### src/rtl/jpeg_enc_pkg.sv
// Shared encoder types and constants: FP24 colour-conversion coefficients,
// sequencer state encoding and step-to-component/term decode helpers.
package jpeg_enc_pkg;

  localparam int unsigned FP_W = 24;
  localparam logic [3:0] LAST_STEP = 4'd8;

  localparam logic [1:0] Y  = 2'd0;
  localparam logic [1:0] CB = 2'd1;
  localparam logic [1:0] CR = 2'd2;

  typedef enum logic {IDLE, RUN} state_t;

  typedef struct packed {
    logic [7:0] r;
    logic [7:0] g;
    logic [7:0] b;
    logic       ovr;
  } pixel_t;

  // FP24 = sign, 8-bit exponent (bias 127), 15-bit fraction; row = component, column = term
  localparam logic [FP_W-1:0] COEF [3][3] = '{
    '{24'h3E9917, 24'h3F1646, 24'h3DE979},   //  0.299,     0.587,     0.114
    '{24'hBE2CC9, 24'hBEA99B, 24'h3F0000},   // -0.168736, -0.331264,  0.5
    '{24'h3F0000, 24'hBED65E, 24'hBDA687}    //  0.5,      -0.418688, -0.081312
  };

  localparam logic [FP_W-1:0] OFFSET [3] = '{24'h000000, 24'h430000, 24'h430000};

  function automatic logic [1:0] step_comp(input logic [3:0] step);
    logic [1:0] c;
    case (step)
      4'd0, 4'd1, 4'd2: c = Y;
      4'd3, 4'd4, 4'd5: c = CB;
      default:          c = CR;
    endcase
    return c;
  endfunction

  function automatic logic [1:0] step_term(input logic [3:0] step);
    logic [1:0] k;
    case (step)
      4'd0, 4'd3, 4'd6: k = 2'd0;
      4'd1, 4'd4, 4'd7: k = 2'd1;
      default:          k = 2'd2;
    endcase
    return k;
  endfunction

  function automatic logic [7:0] pixel_byte(input pixel_t p, input logic [1:0] k);
    logic [7:0] v;
    case (k)
      2'd0:    v = p.r;
      2'd1:    v = p.g;
      default: v = p.b;
    endcase
    return v;
  endfunction

endpackage

### src/rtl/pixel_gather.sv
// Assembles byte-serial R,G,B samples into pixels and holds one pending pixel
// for the sequencer; a completing pixel is offered combinationally when the slot is empty.
module pixel_gather
  import jpeg_enc_pkg::*;
(
  input  logic       clk,
  input  logic       rst,
  input  logic [7:0] d_in,
  input  logic       rgb_valid,
  input  logic       date_ovr_en,
  input  logic       take,
  output logic       valid_c,
  output pixel_t     pix_c,
  output logic       overrun
);

  logic [1:0] byte_idx;
  logic [7:0] cap_r;
  logic [7:0] cap_g;
  logic       cap_ovr;
  pixel_t     slot;
  logic       slot_full;
  logic       complete_c;
  pixel_t     new_pix_c;

  assign complete_c = rgb_valid && (byte_idx == 2'd2);
  assign new_pix_c  = '{r: cap_r, g: cap_g, b: d_in, ovr: cap_ovr};
  assign valid_c    = slot_full || complete_c;
  assign pix_c      = slot_full ? slot : new_pix_c;

  // Byte counter and capture buffer; overlay request is taken with the R byte
  always_ff @(posedge clk or posedge rst) begin
    if (rst) begin
      byte_idx <= 2'd0;
      cap_r    <= 8'd0;
      cap_g    <= 8'd0;
      cap_ovr  <= 1'b0;
    end else if (rgb_valid) begin
      case (byte_idx)
        2'd0: begin
          cap_r    <= d_in;
          cap_ovr  <= date_ovr_en;
          byte_idx <= 2'd1;
        end
        2'd1: begin
          cap_g    <= d_in;
          byte_idx <= 2'd2;
        end
        default: byte_idx <= 2'd0;
      endcase
    end
  end

  // Pending slot: an empty slot with a same-cycle take lets the pixel bypass straight through
  always_ff @(posedge clk or posedge rst) begin
    if (rst) begin
      slot      <= '0;
      slot_full <= 1'b0;
      overrun   <= 1'b0;
    end else if (slot_full) begin
      if (take) begin
        slot_full <= complete_c;
        if (complete_c) slot <= new_pix_c;
      end else if (complete_c) begin
        overrun <= 1'b1;
      end
    end else if (complete_c && !take) begin
      slot      <= new_pix_c;
      slot_full <= 1'b1;
    end
  end

endmodule

### src/rtl/ycc_mac_sequencer.sv
// Time-shares one FP multiply-accumulate over the nine RGB->YCbCr terms of
// each pixel and emits Y, Cb, Cr with a one-cycle d_qual strobe.
module ycc_mac_sequencer #(
  parameter int unsigned FP_W     = 24,
  parameter logic [7:0]  OVR_BYTE = 8'hFF
) (
  input  logic            clk_in,
  input  logic            rst,
  input  logic [7:0]      d_in,
  input  logic            rgb_valid,
  input  logic            date_ovr_en,
  input  logic [FP_W-1:0] mac_out,
  output logic [7:0]      rgb_muxed,
  output logic [FP_W-1:0] mac_mult,
  output logic [FP_W-1:0] mac_acc,
  output logic            busy,
  output logic            overrun,
  output logic            d_qual,
  output logic [FP_W-1:0] dout
);
  import jpeg_enc_pkg::*;

  state_t          state, nxt_state;
  logic [3:0]      step, nxt_step;
  pixel_t          work, nxt_work;
  pixel_t          pix_c;
  logic            valid_c;
  logic            take_c;
  logic [1:0]      nxt_c, nxt_k;
  logic [7:0]      nxt_rgb;
  logic [FP_W-1:0] nxt_mult;
  logic [FP_W-1:0] nxt_acc;
  logic            res_step_c;

  pixel_gather u_gather (
    .clk         (clk_in),
    .rst         (rst),
    .d_in        (d_in),
    .rgb_valid   (rgb_valid),
    .date_ovr_en (date_ovr_en),
    .take        (take_c),
    .valid_c     (valid_c),
    .pix_c       (pix_c),
    .overrun     (overrun)
  );

  always_ff @(posedge clk_in or posedge rst) begin
    if (rst) state <= IDLE;
    else     state <= nxt_state;
  end

  // Next state plus the MAC operands for the step that the next cycle will run
  always_comb begin
    nxt_state = state;
    nxt_step  = step;
    nxt_work  = work;
    take_c    = 1'b0;
    nxt_rgb   = 8'd0;
    nxt_mult  = '0;
    nxt_acc   = '0;
    case (state)
      IDLE: begin
        if (valid_c) begin
          take_c    = 1'b1;
          nxt_state = RUN;
          nxt_step  = 4'd0;
          nxt_work  = pix_c;
        end
      end
      RUN: begin
        if (step == LAST_STEP) begin
          nxt_step = 4'd0;
          if (valid_c) begin
            take_c   = 1'b1;
            nxt_work = pix_c;
          end else begin
            nxt_state = IDLE;
          end
        end else begin
          nxt_step = 4'(step + 4'd1);
        end
      end
      default: nxt_state = IDLE;
    endcase
    nxt_c = step_comp(nxt_step);
    nxt_k = step_term(nxt_step);
    if (nxt_state == RUN) begin
      nxt_rgb  = nxt_work.ovr ? OVR_BYTE : pixel_byte(nxt_work, nxt_k);
      nxt_mult = FP_W'(COEF[nxt_c][nxt_k]);
      // mac_acc doubles as the running accumulator between terms
      nxt_acc  = (nxt_k == 2'd0) ? FP_W'(OFFSET[nxt_c]) : mac_out;
    end
  end

  assign res_step_c = (state == RUN) && (step_term(step) == 2'd2);

  always_ff @(posedge clk_in or posedge rst) begin
    if (rst) begin
      step      <= 4'd0;
      work      <= '0;
      rgb_muxed <= 8'd0;
      mac_mult  <= '0;
      mac_acc   <= '0;
      busy      <= 1'b0;
      d_qual    <= 1'b0;
      dout      <= '0;
    end else begin
      step      <= nxt_step;
      work      <= nxt_work;
      rgb_muxed <= nxt_rgb;
      mac_mult  <= nxt_mult;
      mac_acc   <= nxt_acc;
      busy      <= (nxt_state == RUN);
      d_qual    <= res_step_c;
      if (res_step_c) dout <= mac_out;
    end
  end

endmodule

### config.mk
export PLATFORM = sky130hd
export DESIGN_NAME = ycc_mac_sequencer
export DESIGN_NICKNAME = d
export VERILOG_FILES = /design/src/rtl/jpeg_enc_pkg.sv /design/src/rtl/pixel_gather.sv /design/src/rtl/ycc_mac_sequencer.sv
export SDC_FILE = /design/constraint.sdc
export NUM_CORES = 1
export LEC_CHECK = 0
export CAP_MARGIN = 20
export CORE_MARGIN = 5
export CORE_UTILIZATION = 50
export CTS_BUF_LIST = sky130_fd_sc_hd__clkbuf_8
export DETAILED_ROUTE_END_ITERATION = 10
export PLACE_DENSITY = 0.8
export SLEW_MARGIN = 10
export SYNTH_ARGS = -nofsm -noshare
export SYNTH_HDL_FRONTEND = slang
export SYNTH_SLANG_ARGS = --single-unit
export TNS_END_PERCENT = 100
### constraint.sdc
create_clock -name clk_in -period 6 [get_ports clk_in]
set_clock_uncertainty 0.2 [all_clocks]
set_input_delay 0.6 -clock clk_in [delete_from_list [all_inputs] [get_ports clk_in]]
set_output_delay 0.6 -clock clk_in [all_outputs]
set_load 0.02 [all_outputs]
==> summary.txt, run 1 <==
Yosys
  – Async set-or-reset flop fraction in the synthesized netlist: 100%
  – Yosys Warn Count: 0
  – Yosys top cell by area: dfrtp_1
  – Leading post-synthesis cells by cell area: dfrtp_1, mux2_2, a22oi_1
  – Most numerous cell in the Yosys netlist: dfrtp_1
  – Sequential fraction of the synthesis area: 59.4%
  – Synth unique cells: 49
  – Syn Area/Cell: 12.2 um^2
  – Mapped Cells: 529
  – Post-synthesis cell area: about 6400 um^2
  – Most instantiated cells after synthesis: dfrtp_1, mux2_2, nor2_1
  – Main synth FF type: dfrtp_1
  – Yosys reg bits: 153
  – Post-synth EDFFs: 0
  – Yosys top cell area share: 59.4%
  – Net count after synthesis: 569

Power
  – Power Density: ~650 nW/um^2
  – Lkg Pwr: 0.00339 uW
  – Worst vdd rail ir drop: 257 uV

Detailed routing
  – Vias/cell: approximately 5.9
  – Post-Route WL: 16,700 um
  – TritonRoute pass-1 iters: 6
  – DRT iter0 DRCs: 631
  – Antenna Nets Post-Route: 0
  – WL per Instance: 20.3 um
  – Via count: around 4,800
  – Remaining routing DRC violations: 0

Finish
  – Synth-to-Final Area Change: 26.1%
  – Nets: 675
  – Layout cells sized above 1: 19.9%
  – N_diodes: 0
  – Final Core Density: about 64%

Floorplan
  – Cell Rows: 41
  – Die width: around 120 um
  – Die area: approximately 15,000 um^2
  – Core Box Area: 12,600 um^2
  – I/O pin cnt: 119
  – Starting density of the core: 51.1%
  – Chip Height: 124 um

Place
  – Final RePlAce weighted congestion: 0.865
  – DP HPWL: 11,300 um
  – Number of port buffers: 117
  – Dpl ws: 1570 ps

CTS
  – Number of setup buffers added after CTS: 0
  – CTS Buf Count: 17
  – Root Buffer: clkbuf_8
  – Clk slew on worst S/H paths: ~80 ps
  – Hold Buf Count CTS: 0
  – Clock latency on the worst-skew pair: 450 ps
  – CTS tree: built
  – Sink Count: 153
  – # H-tree levels: 4
  – Post-CTS Resized: 0
  – Max clock buf depth: 2

Timing
  – Final Hold Vio Count: 0
  – Tightest Pin Transition: about 1100 ps
  – Final period util: 67.6%
  – RSZ-0062 raised after global routing: false
  – Final setup vio count: 0
  – Slew HR: 28.2%
  – Max frequency: around 0.25 GHz
  – Setup Total Neg Slack: 0 ps
  – Slew Limit Fails: 0
  – Min cycle time layout: 4050 ps
  – Final worst setup slack: a little under 2000 ps

Worst hold path
  – Hold crit path type: register to register

Setup path
  – Crit end category: register
  – Crit start category: primary input
  – Type of the worst setup path: primary input to register
  – Worst EP required: between 6000 and 7000 ps
  – CP Max Fanout: 18
  – CP arrival: 4210 ps

GRT
  – Largest net degree at the start of global routing: 106
  – Global-route wire length before repair: between 20,000 and 30,000 um
  – Grt total ovfl: 0
  – Initial antenna violation count: 0
  – Number of global-route vias before repair: 4,888
  – Total GRT Usage: 22.4%

Run
  – Max-cap viol count: 0

Run status
  – Status: completed
==> routing by layer <==
metal	global-route usage (%)	wire [um]	part of all wire, %	vias to the layer above
li1	-	-	-	2148
met1	29.6	6630	40	2419
met2	36.2	8420	51	237
met3	5.54	1130	6.8	43
met4	8.10	487	2.9	0
met5	0	0	0	-
==> registers in the layout, indices dropped and copies added, names as in the netlist, 2 cells and up <==
signal	flops
u_gather.byte_idx	2
u_gather.cap_r	8
work	25
mac_acc	24
dout	24
u_gather.cap_g	8
mac_mult	20
rgb_muxed	8
step	4
u_gather.slot	25
==> worst paths after layout <==
| path | start | endpoint | slack [ps] | cells past startpoint |
|---|---|---|---|---|
| hold reg to reg | u_gather.slot[8] | u_gather.slot[8] | 310 | 1 |
| max in group asynchronous | rst | dout[4] | 3950 | 3 |
| hold / removal | u_gather.slot[8] | u_gather.slot[8] | 310 | 1 |
| setup / recovery | rgb_valid | rgb_muxed[0] | 1950 | 7 |
| min in group asynchronous | rst | u_gather.cap_g[4] | 530 | 2 |
| setup reg to reg | step[0] | rgb_muxed[4] | 2120 | 8 |
==> critical path: stages <==
cell and delay, ps:
clkdlybuf4s50_1 580, and3b_1 760, a2bb2oi_1 810, inv_1 410
nor3_2 610, a22oi_1 190, o221ai_1 230
==> layout make-up <==
class                           count  area [um^2]
Fill cell                         965         4480
Sequential cell                   153         3830
Multi-Input combinational cell    326         2410
Timing Repair Buffer              124         1220
Clock buffer                       18          248
Tap cell                          172          215
Clock inverter                     14          160
Inverter                           13         53.8
==> cell usage in the layout (no fill, tap or decap), drive strengths merged, types with 2 or more instances in the layout <==
| master | netlist | final |
|---|---|---|
| mux2 | 66 | 66 |
| clkinv | 1 | 3 |
| nand3 | 5 | 5 |
| o211ai | 8 | 8 |
| o22ai | 22 | 22 |
| dfrtp | 153 | 153 |
| nor2 | 42 | 42 |
| clkdlybuf4s50 | 0 | 117 |
| mux2i | 2 | 2 |
| a31oi | 4 | 4 |
| o221ai | 8 | 8 |
| inv | 12 | 19 |
| buf | 17 | 7 |
| a211oi | 11 | 11 |
| a21oi | 26 | 26 |
| ha | 4 | 4 |
| o21ai | 22 | 22 |
| a22oi | 35 | 35 |
| xnor2 | 3 | 3 |
| bufinv | 0 | 2 |
| o221a | 3 | 3 |
| and3b | 2 | 2 |
| nand3b | 2 | 2 |
| clkinvlp | 0 | 3 |
| and3 | 2 | 2 |
| nand2 | 29 | 29 |
| nor3 | 9 | 9 |
| o2111ai | 4 | 4 |
| o21a | 4 | 4 |
| nand2b | 3 | 3 |
| clkbuf | 20 | 18 |
| a32oi | 2 | 2 |
==> through the flow <==
step / total power (uW) / instance area (um^2) / std cells / hold WS [ps]
3_3_place_gp: 4350 / 7710 / 786 / 289
6_report: 5290 / 8140 / 820 / 314
5_1_grt: 5600 / 8140 / 820 / 327
4_1_cts: 5280 / 8120 / 818 / 315
3_5_place_dp: 4470 / 7710 / 786 / 296
2_1_floorplan: 3530 / 6450 / 529 / 281
==> power breakdown <==
part,switching (uW),internal (uW),leakage (uW),total [uW]
clock,409,391,0.000199,799
sequential,278,1510,0.00180,1790
combinational,1540,1160,0.00139,2700
==> kinds of logic after synthesis <==
family	count (synthesis)	share of synthesized area [%]
AO/OA/AOI/OAI	155	16.9
flip-flops	153	59.4
AND/OR/NAND/NOR	95	7.12
multiplexers	68	11.8
buffers and inverters	50	3.55
adder cells (fa/ha/maj)	4	0.776
XOR/XNOR	3	0.407
other	1	0.0581
Power figures use the tool's default switching activity.
==> run 2: changes to the inputs <==
- CORE_UTILIZATION: 50 -> 49
- PLACE_DENSITY: 0.8 -> 0.82
- clock period: 6 -> 3.5 ns (I/O delays scaled with it)
==> summary.txt, run 2 (synthesis results as in run 1) <==
Floorplan
  – I/O pin cnt: 119 (unchanged)
  – Cell Rows: 42 (+2.4%)
  – Chip Height: 125 um (+0.93%)
  – Die width: 125 um (+0.93%)
  – Core Box Area: 13,100 um^2 (+3.7%)
  – Starting density of the core: 49.3% (-1.8 points)
  – Die area: 15,600 um^2 (+1.9%)

Finish
  – Layout cells sized above 1: 22.0% (+2.1 points)
  – Nets: 694 (+2.8%)
  – Commonest non-fill, non-tap cell in the layout: dfrtp_1
  – Most frequent cells in the layout: dfrtp_1, clkdlybuf4s50_1, mux2_2, nor2_1, a22oi_1
  – Register Area: 3830 um^2 (unchanged)
  – Synth-to-Final Area Change: 30.2%
  – Area of the multi-input gates: 2390 um^2 (-0.47%)
  – Fillers: 921 (-4.6%)
  – Top Registers: u_gather.slot x25, work x25
  – N_diodes: 0 (unchanged)

Setup path
  – Worst EP required: 3660 ps (-2490 ps)
  – Worst R2R End: rgb_muxed[6]
  – Reg-to-reg startpoint: step[0]
  – Crit-path slowest cell: xnor2_1
  – CP Max Fanout: 18 (unchanged)
  – Crit start category: register
  – Crit end category: register
  – Top cell family by delay on the critical path: XOR/XNOR gates
  – Type of the worst setup path: register to register
  – Worst R2R Path Depth: 8 (unchanged)
  – Worst path buffer plus inverter count: 1 (-1)
  – CP peak stage delay: 820 ps (about the same)
  – Crit-path cells: inv_1 > ha_1 > and3b_2 > nor2_4 > a2bb2oi_1 > xnor2_1 > o2111ai_1 > o221ai_1
  – CP arrival: 3420 ps (-790 ps)
  – R2r setup slk: 240 ps (-1880 ps)

GRT
  – Grt total ovfl: 0 (unchanged)
  – Largest net degree at the start of global routing: 85 (-20%)
  – Number of global-route vias before repair: 5,232 (+7.0%)
  – Total GRT Usage: 22.0% (-0.37 points)
  – Global-route wire length before repair: 27,300 um (+4.4%)
  – Initial antenna violation count: 0 (unchanged)

Timing
  – Tightest Pin Transition: 960 ps (-112 ps)
  – Final Hold Vio Count: 0 (unchanged)
  – Final period util: 93.2%
  – RSZ-0062 raised after global routing: false
  – Final worst setup slack: 237 ps (-1710 ps)
  – Final setup vio count: 0 (unchanged)
  – Slew HR: 35.5% (+7.4 points)
  – Min cycle time layout: between 3000 and 4000 ps
  – Max frequency: 0.306 GHz
  – Setup Total Neg Slack: 0 ps (unchanged)
  – Slew Limit Fails: 0 (unchanged)

Place
  – Final RePlAce weighted congestion: 0.886 (+2.3%)
  – Dpl ws: 366 ps (-1200 ps)
  – Number of port buffers: 117 (unchanged)
  – DP HPWL: 11,500 um (+2.0%)

CTS
  – Sink Count: 153 (unchanged)
  – # H-tree levels: 4 (unchanged)
  – Clock latency on the worst-skew pair: 460 ps (about the same)
  – Root Buffer: clkbuf_8
  – Number of setup buffers added after CTS: 0 (unchanged)
  – CTS Buf Count: 17 (unchanged)
  – Post-CTS Resized: 0 (unchanged)
  – Clk slew on worst S/H paths: 80 ps (about the same)
  – Max clock buf depth: 2 (unchanged)
  – Hold Buf Count CTS: 0 (unchanged)
  – CTS tree: built

Detailed routing
  – Antenna Nets Post-Route: 0 (unchanged)
  – Post-Route WL: 16,700 um (+0.29%)
  – DRT iter0 DRCs: 517 (-18%)
  – Remaining routing DRC violations: 0 (unchanged)
  – TritonRoute pass-1 iters: 5 (-1)
  – Vias/cell: 5.86 (-0.94%)
  – WL per Instance: 19.8 um (-2.4%)
  – Via count: 4,936 (+1.8%)

Worst hold path
  – Hold crit path type: primary input to async pin

Run
  – Max-cap viol count: 0 (unchanged)

Power
  – Worst vdd rail ir drop: 466 uV (+81%)
  – Lkg Pwr: 0.00353 uW (+4.3%)
  – Power Density: 1140 nW/um^2 (+75%)

Run status
  – Status: completed
[run 2: worst max-delay path by stage]
stage | startpoint | endpoint | depth (start not counted)
global placement | rgb_valid | rgb_muxed[0] | 8
finish | step[0] | rgb_muxed[6] | 8
floorplan | rst | busy | 1
global route | step[0] | rgb_muxed[6] | 8
detailed placement | step[0] | rgb_muxed[6] | 8
CTS | step[0] | rgb_muxed[6] | 8
[run 2: area by class of cell]
cell class	count	area share [%]
flip-flops and latches	153	45.6
multi-input cells	326	28.5
inverters	13	0.626
clock inverters	14	3.16
clock buffers	18	2.95
repair buffers	143	16.6
well taps	176	2.62
[run 2: routing by layer]
layer / GRT usage (%) / routed length, um / vias to the layer above
li1: - / - / 2188
met1: 26.2 / 6680 / 2474
met2: 37.4 / 8600 / 216
met3: 5.06 / 839 / 58
met4: 10.9 / 593 / 0
met5: 0 / 0 / -
[run 2: stage by stage]
stage	std cells	power [uW]	cell area (um^2)	hold WS (ps)	util [%]
after detailed placement	810	7850	7880	281	60.2
after global placement	810	7630	7880	276	60.2
after global routing	843	10100	8400	38.8	64.2
after CTS	842	9560	8390	6.08	64.1
final	843	9570	8400	18.9	64.2
after floorplan	529	6050	6450	246	-
[run 2: report_power, final]
group	switching, uW	internal [uW]	leakage [uW]	total (uW)
clock	675	1020	0.000250	1690
sequential	440	2590	0.00180	3030
combinational	2730	2120	0.00149	4850
==> run 3: changes to the inputs <==
- SETUP_SLACK_MARGIN: default -> 0.05
- clock period: 3.5 -> 3 ns (I/O delays scaled with it)
==> summary.txt, run 3 (synthesis results as in run 1) <==
Run status
  – Status: completed

Power
  – Lkg Pwr: 0.00353 uW (-0.27%)
  – Power Density: 1300 nW/um^2 (+14%)
  – Worst vdd rail ir drop: 690 uV (+48%)

CTS
  – Clk slew on worst S/H paths: 80 ps (about the same)
  – Max clock buf depth: 2 (unchanged)
  – CTS tree: built
  – Root Buffer: clkbuf_8
  – Sink Count: 153 (unchanged)
  – Clock latency on the worst-skew pair: 440 ps (-20 ps)
  – # H-tree levels: 4 (unchanged)
  – CTS Buf Count: 17 (unchanged)

Timing
  – Final period util: 97.4% (+4.2 points)
  – RSZ-0062 raised after global routing: true
  – Max frequency: 0.342 GHz (+12%)
  – Tightest Pin Transition: 646 ps (-314 ps)
  – Final Hold Vio Count: 0 (unchanged)
  – Slew Limit Fails: 0 (unchanged)
  – Slew HR: 56.8% (+21 points)
  – Setup Total Neg Slack: 0 ps (unchanged)
  – Final setup vio count: 0 (unchanged)
  – Min cycle time layout: 2920 ps (-341 ps)

Detailed routing
  – Vias/cell: 5.86 (about the same)
  – Antenna Nets Post-Route: 0 (unchanged)
  – DRT iter0 DRCs: 456 (-12%)
  – Post-Route WL: 16,800 um (+0.44%)
  – WL per Instance: 19.8 um (-0.27%)
  – Via count: 4,972 (+0.73%)
  – Remaining routing DRC violations: 0 (unchanged)
  – TritonRoute pass-1 iters: 5 (unchanged)

GRT
  – Grt total ovfl: 0 (unchanged)
  – Number of global-route vias before repair: 5,263 (+0.59%)
  – Total GRT Usage: 22.3% (+0.25 points)
  – Global-route wire length before repair: 27,900 um (+2.2%)
  – Initial antenna violation count: 0 (unchanged)
  – Largest net degree at the start of global routing: 46 (-46%)

Finish
  – Layout cells sized above 1: 22.7% (+0.70 points)
  – Register Area: 3830 um^2 (unchanged)
  – Fillers: 944 (+2.5%)
  – Most frequent cells in the layout: dfrtp_1, clkdlybuf4s50_1, mux2_2, nor2_1, a22oi_1
  – Synth-to-Final Area Change: 30.0%
  – N_diodes: 0 (unchanged)
  – Area of the multi-input gates: 2410 um^2 (+0.78%)
  – Nets: 700 (+0.86%)
  – Final Core Density: 64.1% (-0.14 points)
  – Commonest non-fill, non-tap cell in the layout: dfrtp_1
  – Top Registers: u_gather.slot x25, work x25

Setup path
  – CP peak stage delay: 440 ps (-380 ps)
  – Type of the worst setup path: register to register
  – CP arrival: 3010 ps (-410 ps)
  – Crit start category: register
  – Crit-path slowest cell: dfrtp_1
  – Crit end category: register
  – CP Max Fanout: 11 (-7)
  – Worst EP required: 3090 ps (-570 ps)
  – Crit-path cells: inv_1 > ha_1 > and3b_2 > nor2_4 > a2bb2oi_1 > buf_4 > inv_1 > nor3_2 > o41ai_4 > buf_4 > o221ai_1

Place
  – DP HPWL: 11,900 um (+3.9%)
  – Number of port buffers: 117 (unchanged)
  – Final RePlAce weighted congestion: 0.891 (+0.64%)

Run
  – Max-cap viol count: 0 (unchanged)

Floorplan
  – Core Box Area: 13,100 um^2 (unchanged)
  – I/O pin cnt: 119 (unchanged)
  – Chip Height: 125 um (unchanged)
  – Starting density of the core: 49.3% (unchanged)
  – Die width: 125 um (unchanged)
  – Die area: 15,600 um^2 (unchanged)
  – Cell Rows: 42 (unchanged)

Worst hold path
  – Hold crit path type: primary input to register
## run 3: per-layer routing
metal	up-vias	wire length (um)	global-route usage, %
met2	220	8540	36.9
met4	0	756	11.5
li1	2202	-	-
met5	-	0	0
met1	2495	6540	27.4
met3	55	966	4.85
## run 3: area by class of cell
class | instances | area share, %
clock buffers | 20 | 3.28
repair buffers | 149 | 17.2
flip-flops and latches | 153 | 45.7
multi-input cells | 326 | 28.8
well taps | 176 | 2.63
inverters | 13 | 0.627
clock inverters | 12 | 1.78
## run 3: critical path, delay by kind of cell, from the launching register on
kind	cells	cell delay [ps]
flip-flops	1	440
AO/OA/AOI/OAI	3	610
buffers and inverters	4	690
adder cells (fa/ha/maj)	1	260
AND/OR/NAND/NOR	3	580
## run 3: power breakdown
part           switching, uW  total, uW  internal (uW)
Clock                    762       1640            882
Sequential               517       3540           3020
Combinational           3190       5710           2520
Total                   4470      10900           6430
## run 3: timing repair
action,in CTS,in global routing
hold buffers,1,0
resized for setup,0,4
endpoints found under the setup margin,0,11
buffers inserted,0,1
endpoints found under the hold margin,13,0
## run 3: worst paths after layout
path	start	to	slack (ps)	cells after the start
max in group asynchronous	rst	mac_mult[17]	1370	4
setup reg to reg	step[0]	rgb_muxed[7]	80	11
hold / removal	mac_out[20]	mac_acc[20]	210	3
min in group asynchronous	rst	work[24]	560	3
hold reg to reg	u_gather.overrun	u_gather.overrun	310	1
setup / recovery	step[0]	rgb_muxed[7]	80	11
## run 3: per-stage QoR
step	hold WS (ps)	worst slack (ps)	instances	cell area [um^2]	power, uW
2_1_floorplan	196	569	529	6450	7050
5_1_grt	194	12.0	849	8380	11500
4_1_cts	181	143	848	8350	10800
3_5_place_dp	294	155	815	7920	9150
3_3_place_gp	289	273	815	7920	8890
6_report	210	78.4	849	8380	10900
